**src/rtl/score_pkg.sv**
```systemverilog
// Shared types and constants for the score tracker: FSM state encoding,
// score-width helper and the width of one BCD digit.
package score_pkg;

    // Game phases: playing, final-score hold/flash, high-score display
    typedef enum logic [1:0] {
        PLAY      = 2'd0,
        HOLD      = 2'd1,
        SHOW_HIGH = 2'd2
    } state_t;

    // Bits per BCD digit
    localparam int BCD_W = 4;

    // Bits needed to hold every score from 0 up to max_score inclusive
    function automatic int score_width(input int max_score);
        return (max_score < 1) ? 1 : $clog2(max_score + 1);
    endfunction

endpackage

```
**src/rtl/bin_to_bcd_seq.sv**
```systemverilog
// Sequential double-dabble converter. A start pulse loads the binary value;
// one bit is shifted in per cycle with add-3 correction on every digit. After
// IN_W shift cycles the result is written to bcd and done pulses for one cycle.
// start must only be asserted while busy is low.
module bin_to_bcd_seq
    import score_pkg::*;
#(
    parameter int IN_W   = 6,
    parameter int DIGITS = 2
) (
    input  logic                      clk,
    input  logic                      rst,
    input  logic                      start,
    input  logic [IN_W-1:0]           bin,
    output logic                      busy,
    output logic                      done,
    output logic [BCD_W*DIGITS-1:0]   bcd
);

    localparam int BCD_TOT = BCD_W * DIGITS;
    localparam int CNT_W   = $clog2(IN_W + 1);

    localparam logic [CNT_W-1:0] CNT_LOAD = CNT_W'(IN_W);
    localparam logic [CNT_W-1:0] CNT_ONE  = CNT_W'(1);

    logic [IN_W-1:0]    shift_reg;
    logic [BCD_TOT-1:0] work_reg;
    logic [CNT_W-1:0]   cnt_reg;
    logic               done_reg;
    logic [BCD_TOT-1:0] bcd_reg;

    logic [BCD_TOT-1:0] adj;
    logic [BCD_TOT-1:0] step_val;

    // Add-3 correction on every digit that would overflow when doubled
    generate
        for (genvar gi = 0; gi < DIGITS; gi++) begin : g_digit_adj
            logic [BCD_W-1:0] digit;
            assign digit = work_reg[gi*BCD_W +: BCD_W];
            assign adj[gi*BCD_W +: BCD_W] = (digit >= 4'd5) ? (digit + 4'd3) : digit;
        end
    endgenerate

    // Corrected digits shifted left with the next binary MSB entering at bit 0
    assign step_val = {adj[BCD_TOT-2:0], shift_reg[IN_W-1]};

    assign busy = (cnt_reg != '0);
    assign done = done_reg;
    assign bcd  = bcd_reg;

    // Load on start, then one shift-add-3 step per cycle until the count expires
    always_ff @(posedge clk or posedge rst) begin
        if (rst) begin
            shift_reg <= '0;
            work_reg  <= '0;
            cnt_reg   <= '0;
            done_reg  <= 1'b0;
            bcd_reg   <= '0;
        end else begin
            done_reg <= 1'b0;
            if (start) begin
                shift_reg <= bin;
                work_reg  <= '0;
                cnt_reg   <= CNT_LOAD;
            end else if (busy) begin
                work_reg  <= step_val;
                shift_reg <= shift_reg << 1;
                cnt_reg   <= cnt_reg - CNT_ONE;
                if (cnt_reg == CNT_ONE) begin
                    bcd_reg  <= step_val;
                    done_reg <= 1'b1;
                end
            end
        end
    end

endmodule

```
**src/rtl/score_tracker_gen.sv**
```systemverilog
// Snake-game score tracker. Counts food pulses during play, ends the game on
// a bad collision or at MAX_SCORE, holds and flashes the final score for
// HOLD_CYCLES, then shows the high score until the next food pulse restarts
// play. The displayed value is converted to BCD by a sequential converter;
// changes arriving mid-conversion are coalesced so only the latest is shown.
module score_tracker_gen
    import score_pkg::*;
#(
    parameter int MAX_SCORE   = 50,
    parameter int SCORE_W     = score_width(MAX_SCORE),
    parameter int DIGITS      = 2,
    parameter int HOLD_CYCLES = 30_000_000,
    parameter int FLASH_HALF  = 5_000_000
) (
    input  logic                      clk,
    input  logic                      rst,
    input  logic                      goodColl,
    input  logic                      badColl,
    output logic [SCORE_W-1:0]        dispScore,
    output logic [BCD_W*DIGITS-1:0]   bcdDigits,
    output logic                      bcdValid,
    output logic                      blank,
    output logic                      isGameComplete,
    output logic                      newHigh
);

    localparam int HOLD_W  = $clog2(HOLD_CYCLES);
    localparam int FLASH_W = (FLASH_HALF > 1) ? $clog2(FLASH_HALF) : 1;

    localparam logic [HOLD_W-1:0]  HOLD_LAST  = HOLD_W'(HOLD_CYCLES - 1);
    localparam logic [FLASH_W-1:0] FLASH_LAST = FLASH_W'(FLASH_HALF - 1);
    localparam logic [SCORE_W-1:0] MAX_VAL    = SCORE_W'(MAX_SCORE);
    localparam logic [SCORE_W-1:0] ONE        = SCORE_W'(1);

    state_t              state_reg, state_next;
    logic [SCORE_W-1:0]  curr_reg, curr_next;
    logic [SCORE_W-1:0]  high_reg, high_next;
    logic [SCORE_W-1:0]  final_reg, final_next;
    logic [SCORE_W-1:0]  disp_reg, disp_next;
    logic                newhigh_reg, newhigh_next;
    logic                blank_reg, blank_next;
    logic [HOLD_W-1:0]   hold_cnt_reg, hold_cnt_next;
    logic [FLASH_W-1:0]  flash_cnt_reg, flash_cnt_next;

    logic [SCORE_W-1:0]  score_inc;
    logic                end_game;
    logic [SCORE_W-1:0]  end_score;

    logic [BCD_W*DIGITS-1:0] bcd_reg;
    logic                    bcd_valid_reg;
    logic                    pending_reg;

    logic                    disp_change;
    logic                    conv_start;
    logic                    conv_busy;
    logic                    conv_done;
    logic [BCD_W*DIGITS-1:0] conv_bcd;

    // Game state registers
    always_ff @(posedge clk or posedge rst) begin
        if (rst) begin
            state_reg     <= PLAY;
            curr_reg      <= '0;
            high_reg      <= '0;
            final_reg     <= '0;
            disp_reg      <= '0;
            newhigh_reg   <= 1'b0;
            blank_reg     <= 1'b0;
            hold_cnt_reg  <= '0;
            flash_cnt_reg <= '0;
        end else begin
            state_reg     <= state_next;
            curr_reg      <= curr_next;
            high_reg      <= high_next;
            final_reg     <= final_next;
            disp_reg      <= disp_next;
            newhigh_reg   <= newhigh_next;
            blank_reg     <= blank_next;
            hold_cnt_reg  <= hold_cnt_next;
            flash_cnt_reg <= flash_cnt_next;
        end
    end

    // Next-state logic: scoring, game end, hold/flash timing and display select
    always_comb begin
        state_next     = state_reg;
        curr_next      = curr_reg;
        high_next      = high_reg;
        final_next     = final_reg;
        newhigh_next   = newhigh_reg;
        blank_next     = blank_reg;
        hold_cnt_next  = hold_cnt_reg;
        flash_cnt_next = flash_cnt_reg;
        score_inc      = curr_reg + ONE;
        end_game       = 1'b0;
        end_score      = curr_reg;
        disp_next      = '0;

        case (state_reg)
            PLAY: begin
                // A simultaneous food pulse still counts before the game ends
                if (goodColl) begin
                    curr_next = score_inc;
                    if (score_inc >= MAX_VAL) begin
                        end_game  = 1'b1;
                        end_score = score_inc;
                    end
                end
                if (badColl) begin
                    end_game  = 1'b1;
                    end_score = goodColl ? score_inc : curr_reg;
                end
            end
            HOLD: begin
                // Collisions are ignored; only the timers advance
                if (hold_cnt_reg == HOLD_LAST) begin
                    state_next     = SHOW_HIGH;
                    hold_cnt_next  = '0;
                    flash_cnt_next = '0;
                    blank_next     = 1'b0;
                end else begin
                    hold_cnt_next = hold_cnt_reg + 1'b1;
                    if (flash_cnt_reg == FLASH_LAST) begin
                        flash_cnt_next = '0;
                        blank_next     = ~blank_reg;
                    end else begin
                        flash_cnt_next = flash_cnt_reg + 1'b1;
                    end
                end
            end
            SHOW_HIGH: begin
                // The restarting pulse is the first point of the new game
                if (goodColl) begin
                    state_next   = PLAY;
                    curr_next    = ONE;
                    newhigh_next = 1'b0;
                    if (ONE >= MAX_VAL) begin
                        end_game  = 1'b1;
                        end_score = ONE;
                    end
                end
            end
            default: begin
                state_next = PLAY;
            end
        endcase

        // Game end: latch final score, update high score, start the hold phase
        if (end_game) begin
            state_next     = HOLD;
            final_next     = end_score;
            curr_next      = '0;
            hold_cnt_next  = '0;
            flash_cnt_next = '0;
            blank_next     = 1'b0;
            if (end_score > high_reg) begin
                high_next    = end_score;
                newhigh_next = 1'b1;
            end else begin
                newhigh_next = 1'b0;
            end
        end

        case (state_next)
            PLAY:      disp_next = curr_next;
            HOLD:      disp_next = final_next;
            SHOW_HIGH: disp_next = high_next;
            default:   disp_next = '0;
        endcase
    end

    // A display change starts a conversion when the converter is free; a
    // change while busy, or a finishing conversion that is already stale,
    // restarts it with the value being displayed from the next cycle on.
    assign disp_change = (disp_next != disp_reg);
    assign conv_start  = ~conv_busy & (disp_change | (conv_done & pending_reg));

    bin_to_bcd_seq #(
        .IN_W   (SCORE_W),
        .DIGITS (DIGITS)
    ) u_bcd (
        .clk   (clk),
        .rst   (rst),
        .start (conv_start),
        .bin   (disp_next),
        .busy  (conv_busy),
        .done  (conv_done),
        .bcd   (conv_bcd)
    );

    // BCD output register, valid flag and stale-request tracking
    always_ff @(posedge clk or posedge rst) begin
        if (rst) begin
            bcd_reg       <= '0;
            bcd_valid_reg <= 1'b1;
            pending_reg   <= 1'b0;
        end else begin
            if (conv_done && !pending_reg && !disp_change) begin
                bcd_reg       <= conv_bcd;
                bcd_valid_reg <= 1'b1;
            end
            if (disp_change) begin
                bcd_valid_reg <= 1'b0;
            end
            if (conv_start) begin
                pending_reg <= 1'b0;
            end else if (conv_busy && disp_change) begin
                pending_reg <= 1'b1;
            end
        end
    end

    assign dispScore      = disp_reg;
    assign bcdDigits      = bcd_reg;
    assign bcdValid       = bcd_valid_reg;
    assign blank          = blank_reg;
    assign isGameComplete = (state_reg != PLAY);
    assign newHigh        = newhigh_reg;

endmodule
```
**config.mk**
```make
export PLATFORM = sky130hd
export DESIGN_NAME = score_tracker_gen
export DESIGN_NICKNAME = d
export VERILOG_FILES = /design/src/rtl/score_pkg.sv /design/src/rtl/bin_to_bcd_seq.sv /design/src/rtl/score_tracker_gen.sv
export SDC_FILE = /design/constraint.sdc
export NUM_CORES = 1
export LEC_CHECK = 0
export ABC_CLOCK_PERIOD_IN_PS = 6150
export BUFFER_PORTS_ARGS = -buffer_cell sky130_fd_sc_hd__buf_2
export CAP_MARGIN = 10
export CORE_ASPECT_RATIO = 1.4
export CORE_MARGIN = 8
export CORE_UTILIZATION = 62
export DETAILED_ROUTE_END_ITERATION = 12
export GPL_TIMING_DRIVEN = 0
export PLACE_DENSITY_LB_ADDON = 0.1
export SYNTH_ARGS = -nofsm -noshare
export SYNTH_HDL_FRONTEND = slang
export SYNTH_SLANG_ARGS = --single-unit
```
**constraint.sdc**
```tcl
create_clock -name clk -period 6.15 [get_ports clk]
set_input_delay 0.615 -clock clk [delete_from_list [all_inputs] [get_ports clk]]
set_output_delay 0.615 -clock clk [all_outputs]
set_load 0.02 [all_outputs]
```
# Word level (Yosys, flattened, before mapping)
# Cells that the tools add are included.
# totals
reg_bits	112
in_bits	4
elab_cells	110
# classes
add_sub_neg	6
magnitude_cmp	4
eq_ne	8
mux	50
n_bitwise	6
reduce_logical	19
# op_table
op	count
$mux W23	4
$mux W25	3
$mux W6	12
$add A25 B1 Y25 const B	1
$eq A25 B25 Y1 const B	1
$add A23 B1 Y23 const B	1
$eq A23 B23 Y1 const B	1
$mux W1	19
$pmux W6 S3	1
$mux W8	2
$reduce_bool A2 Y1	7
$pmux W6 S2	1
$mux W3	3
$ge A4 B3 Y1 const B	2
$add A6 B1 Y6 const B	1
$ge A6 B6 Y1 const B	1
$gt A6 B6 Y1	1
$mux W2	3
$ne A6 B6 Y1	1
$pmux W2 S3	1
$reduce_bool A3 Y1	2
$add A4 B2 Y4 const B	1
$eq A2 B1 Y1 const B	2
$eq A2 B2 Y1 const B	2
other kinds (12)	20

# Logic depth before layout (Yosys ltp)
# logic_depth
depth_word	15
mapped_depth	21

# Cells and area by module
# Synthesis repeated with hierarchy kept, for this count alone.
# unflattened
cells_unflattened	680
hier_area_um2	6282.3
# modules_own_cells
mod	instances	cells_each	area_each_um2
score_tracker_gen	1	534	4908.5
bin_to_bcd_seq	1	146	1373.8

# Worst setup path after synthesis
# OpenSTA, ideal clock, no wires.
# synth_path
kind	reg2reg
start	register curr_reg[0]
end	register bcd_reg[0] (netlist: bcdDigits[0])
setup_time_ns	0.125
arrival_ns	4.534
t_required_ns	6.025
path_slack_ns	1.492
stages_incl_launch_ff	19
cell_sequence	dfrtp_1 -> ha_1 -> buf_2 -> nand3_1 -> o22a_1 -> o211a_1 -> nor3_2 -> clkbuf_1 -> o21a_1 -> ha_1 -> a21o_1 -> a21o_1 -> o21ai_0 -> nor4_1 -> mux2i_1 -> o221ai_1 -> xor2_1 -> nor4_4 -> mux2_2
# synth_between
elab_chain_len	13
word_cells_on_any_way	26
# synth_rtl
element	line_no	rtl
from (decl)	score_tracker_gen.sv:36	logic [SCORE_W-1:0] curr_reg, curr_next;
from (signal assigned)	score_tracker_gen.sv:73	curr_reg <= curr_next;
$add A6 B1 Y6	score_tracker_gen.sv:94	score_inc = curr_reg + ONE;
$ge A6 B6 Y1	score_tracker_gen.sv:104	if (score_inc >= MAX_VAL) begin
$mux W6	score_tracker_gen.sv:104	
$mux W6	score_tracker_gen.sv:102	if (goodColl) begin
$mux W6	score_tracker_gen.sv:109	if (badColl) begin
$mux W6	score_tracker_gen.sv:99	case (state_reg)
$gt A6 B6 Y1	score_tracker_gen.sv:156	if (end_score > high_reg) begin
$mux W6	score_tracker_gen.sv:156	
$mux W6	score_tracker_gen.sv:149	if (end_game) begin
$pmux W6 S3 *	score_tracker_gen.sv:164	case (state_next)
via disp_next[0]	score_tracker_gen.sv:39	logic [SCORE_W-1:0] disp_reg, disp_next;
$ne A6 B6 Y1 *	score_tracker_gen.sv:175	assign disp_change = (disp_next != disp_reg);
$logic_not A1 Y1 *	score_tracker_gen.sv:198	if (conv_done && !pending_reg && !disp_change) begin
$logic_and A1 B1 Y1 *	score_tracker_gen.sv:198	
to (signal assigned)	score_tracker_gen.sv:199	bcd_reg <= conv_bcd;
to (decl)	score_tracker_gen.sv:49	logic [BCD_W*DIGITS-1:0] bcd_reg;
# The timed path passes the listed nets; every way through them passes the cells marked *.
# A chain may end at the register's enable or synchronous reset.

# Final worst setup path
# layout_path
start	register curr_reg[0]
end	register u_bcd.shift_reg[4]
# layout_between
elab_chain_len	14
word_cells_on_any_way	28
# layout_rtl
element	line_no	rtl
$add A6 B1 Y6	score_tracker_gen.sv:94	
$ge A6 B6 Y1	score_tracker_gen.sv:104	
$mux W6	score_tracker_gen.sv:104	
$mux W6	score_tracker_gen.sv:102	
$mux W6	score_tracker_gen.sv:109	
$mux W6	score_tracker_gen.sv:99	
$gt A6 B6 Y1	score_tracker_gen.sv:156	
$mux W6	score_tracker_gen.sv:156	
$mux W6	score_tracker_gen.sv:149	
$pmux W6 S3 *	score_tracker_gen.sv:164	
via disp_next[0]	score_tracker_gen.sv:39	
$ne A6 B6 Y1 *	score_tracker_gen.sv:175	
$or A1 B1 Y1 *	score_tracker_gen.sv:176	assign conv_start = ~conv_busy & (disp_change | (conv_done & pending_reg));
$and A1 B1 Y1 *	score_tracker_gen.sv:176	
$mux W6 or $reduce_bool A2 Y1 (tied branches)	--	
to (signal assigned)	bin_to_bcd_seq.sv:62	shift_reg <= bin;
to (signal assigned)	bin_to_bcd_seq.sv:67	shift_reg <= shift_reg << 1;
to (decl)	bin_to_bcd_seq.sv:26	logic [IN_W-1:0] shift_reg;
# Marks and branches as above.

==> flow_summary.toml <==
[place]
buffer_ports.inserted = 21
cell_area_placed_um2 = 6457
weighted_congestion_reported_at_the_end_of_routability_driven_placement = 0.9444
placed_wire_length_estimate_mm = 10.44

[setup_path]
critical_path.reg2reg.endpoint = "u_bcd.shift_reg[4]$_DFFE_PP0P_"
r2r_start = "curr_reg[0]$_DFF_PP0_"
worst_ep_required_time_ps = 6380
ff2ff_path_depth = 18
reg2reg_slack_ps = 360
timing.critical_path.from_type = "register"
endpoint_kind = "register"
data_arrival_time_of_the_critical_path_ps = 6020
worstSetupPathType = "register to register"
highest_net_fanout_along_the_worst_path = 10

[die]
initial_core_util = 0.6284
dieArea_um2 = 13410
die_h_um = 133.9
ios = 22
floorplan.core_area_um2 = 9792
die_x_um = 100.2
fp-row-count = 43

[route]
routed-via-count = 5085
post_drt_wl_per_cell_um = 17.67
drt_iter0_markers = 280
via_per_inst = 6.141
antenna_violating_nets_post_route = 0
drcViolationCount = 0
drt_pass1_iterations = 5
route.final.wire_length_mm = 14.63

[sta]
setup_viol_count_final = 0
finalHoldWorstSlack_ps = 293.3
slew_violations = 0
final.setup.tns_ps = 0
worst_slew_pin_slew_ps = 792.1
timing.final.crit_share = 0.9409
grt_setup_unrepaired = "false"
clock.fmax_mhz = 172.8
timing.final.hold_violations = 0
slew_headroom = 0.4719
max_clock_skew_ps = 4.930
period_needed_ps = 5787

[power_and_ir_drop]
ir_drop_mv = 0.1624
report.power.total_mw = 2.560
fraction_of_power_spent_switching_nets = 0.3992
leakage_nw = 3.066
switching_power_mw = 1.022
p_int_mw = 1.538
clockPowerShare = 0.212
power_density_nw_per_um2 = 379.8
share_seq_of_total_power = 0.404
comb_power_share = 0.385

[grt]
grt_first_pass_wirelength_mm = 24.47
largest_net_degree_at_the_start_of_global_routing = 76
grt_pass1_vias = 5041
antenna_found_initial = 0
grt_total_ovfl = 0
globalRouteTotalUtil = 0.2255

[clock_tree]
numClockSinks = 112
number_of_buffers_added_by_the_clock_tree_synthesis_step = 9
clk_transition_reported_paths_ps = 70
htree_num_levels = 3
cts_buffer_depth = 2
worst_skew_pair.late_latency_ps = 350
clock_tree.root_cell = "sky130_fd_sc_hd__clkbuf_16"
tritoncts_clock_tree = "yes"
post_cts.resized_instances = 0

[yosys]
synth.top_cells.by_count = "sky130_fd_sc_hd__dfrtp_1 (111), sky130_fd_sc_hd__nor2_1 (70), sky130_fd_sc_hd__nand2_1 (59)"
dominantRegCellSynth = "sky130_fd_sc_hd__dfrtp_1"
netlist.top_cell.by_area = "sky130_fd_sc_hd__dfrtp_1"
syn_area_per_cell_um2 = 9.395
synth_edf_count = 0
ys_seq_area_frac = 0.4557
synthesis.instances = 655
synth_seq_cells = 112
syn_nets = 677
async_reset_ff_frac = 1.000
post_synth_num_cell_types = 68
syn_area_um2 = 6153
post_synth_main_area_contributors = "sky130_fd_sc_hd__dfrtp_1 (45%), sky130_fd_sc_hd__nor2_1 (4.3%), sky130_fd_sc_hd__xor2_1 (4.0%)"
synth_top_area_frac = 0.4514
synth_most_common_cell = "sky130_fd_sc_hd__dfrtp_1"
ys_warn_count = 0

[cells_and_area]
final_core_util = 0.6883
antenna_cells = 0
largest_register_ffs = 25
final_area_um2 = 6740
final_layout_size_suffix_gt1_frac = 0.1010
finalNetCount = 711
area_delta_synth_final_pct = 9.536

[job]
number_of_max_cap_violations = 0

[status]
status = "completed"

[hold_path]
timing.hold.worst.class = "input pin to async pin"
[power groups by stage]
| stage | registers, mW | logic, mW | clock network, mW |
|---|---|---|---|
| 6_report | 1.03 | 0.985 | 0.542 |
| 5_1_grt | 1.06 | 1.09 | 0.577 |
| 4_1_cts | 1.03 | 0.983 | 0.549 |
| 3_5_place_dp | 1.04 | 0.975 | 0 |
| 3_3_place_gp | 1.04 | 0.929 | 0 |
| 2_1_floorplan | 1.03 | 0.716 | 0 |
[cells by family after synthesis]
| group | count (synthesis) | synth area share |
|---|---|---|
| AOI/OAI and AO/OA | 129 | 0.1411 |
| xor gates and xnor gates | 47 | 0.06690 |
| adders and majority gates | 18 | 0.03660 |
| buffers and inverters | 57 | 0.03518 |
| DFF | 112 | 0.4557 |
| muxes | 23 | 0.04087 |
| and+or+nand+nor | 269 | 0.2237 |
[critical path, stage by stage, from the launching register on]
cell	delay, ps
sky130_fd_sc_hd__dfrtp_1	440
sky130_fd_sc_hd__ha_1	190
sky130_fd_sc_hd__buf_2	220
sky130_fd_sc_hd__nand3_1	120
sky130_fd_sc_hd__o22a_1	300
sky130_fd_sc_hd__o211a_1	280
sky130_fd_sc_hd__nor3_2	590
sky130_fd_sc_hd__clkbuf_1	490
sky130_fd_sc_hd__o21a_1	170
sky130_fd_sc_hd__ha_1	240
sky130_fd_sc_hd__nand3_1	110
sky130_fd_sc_hd__or2_2	110
sky130_fd_sc_hd__o21ai_0	130
sky130_fd_sc_hd__nor4_1	390
sky130_fd_sc_hd__mux2i_1	390
sky130_fd_sc_hd__o221ai_1	300
sky130_fd_sc_hd__xnor2_1	360
sky130_fd_sc_hd__a41oi_1	410
sky130_fd_sc_hd__a221o_1	410
[per-layer routing]
metal,global-route usage,wire length [um],share of wire,vias to the layer above
li1,-,-,-,2402
met2,0.3888,7492,0.51,144
met1,0.2795,6272,0.43,2514
met3,0.02956,594,0.041,25
met5,0,0,0,-
met4,0.08186,268,0.018,0
[layout by cell type, fill, tap and decap left out, types with 8 or more instances in the layout]
cell,instances
sky130_fd_sc_hd__dfrtp_1,111
sky130_fd_sc_hd__nor2_1,70
sky130_fd_sc_hd__nand2_1,59
sky130_fd_sc_hd__nand3_1,32
sky130_fd_sc_hd__a21oi_1,32
sky130_fd_sc_hd__o21ai_0,31
sky130_fd_sc_hd__inv_1,28
sky130_fd_sc_hd__xor2_1,28
sky130_fd_sc_hd__clkbuf_1,25
sky130_fd_sc_hd__buf_2,23
sky130_fd_sc_hd__xnor2_1,19
sky130_fd_sc_hd__ha_1,18
sky130_fd_sc_hd__and3_1,17
sky130_fd_sc_hd__mux2_2,17
sky130_fd_sc_hd__nand4_1,15
sky130_fd_sc_hd__nor3_1,12
sky130_fd_sc_hd__nor4_1,9
sky130_fd_sc_hd__clkbuf_16,9
sky130_fd_sc_hd__nand2b_1,8
sky130_fd_sc_hd__or3_1,8
[stage by stage]
stage	setup slack, ps	instances
detailed placement	224.5	812
global placement	222.0	811
floorplan	1492	655
CTS	227.0	827
finish	363.3	828
global route	6.002	828
[cell type report]
class	count	area, um^2
clock buffer	10	229.0
clock inverter	5	33.78
timing repair buffer	23	152.6
tap	135	168.9
fill	816	3052
sequential	112	2804
multi-input combinational	486	3133
buffer	27	103.9
inverter	30	115.1
[repair_timing]
item                                    CTS  global route
hold buffers                              0             0
endpoints found under the setup margin    0             8
setup buffers                             0             1
[how the worst max path moves through the flow]
stage                           from                        endpoint  slack, ps  cells past startpoint
6_report       curr_reg[0]$_DFF_PP0_  u_bcd.shift_reg[4]$_DFFE_PP0P_        360                     18
5_1_grt        curr_reg[1]$_DFF_PP0_  u_bcd.shift_reg[3]$_DFFE_PP0P_          6                     18
4_1_cts        curr_reg[0]$_DFF_PP0_        bcdDigits[2]$_DFFE_PP0P_        230                     18
3_5_place_dp                goodColl        bcdDigits[6]$_DFFE_PP0P_        220                     17
3_3_place_gp                goodColl        bcdDigits[6]$_DFFE_PP0P_        220                     17
2_1_floorplan  curr_reg[0]$_DFF_PP0_        bcdDigits[0]$_DFFE_PP0P_       1490                     18
Power figures use the tool's default switching activity.
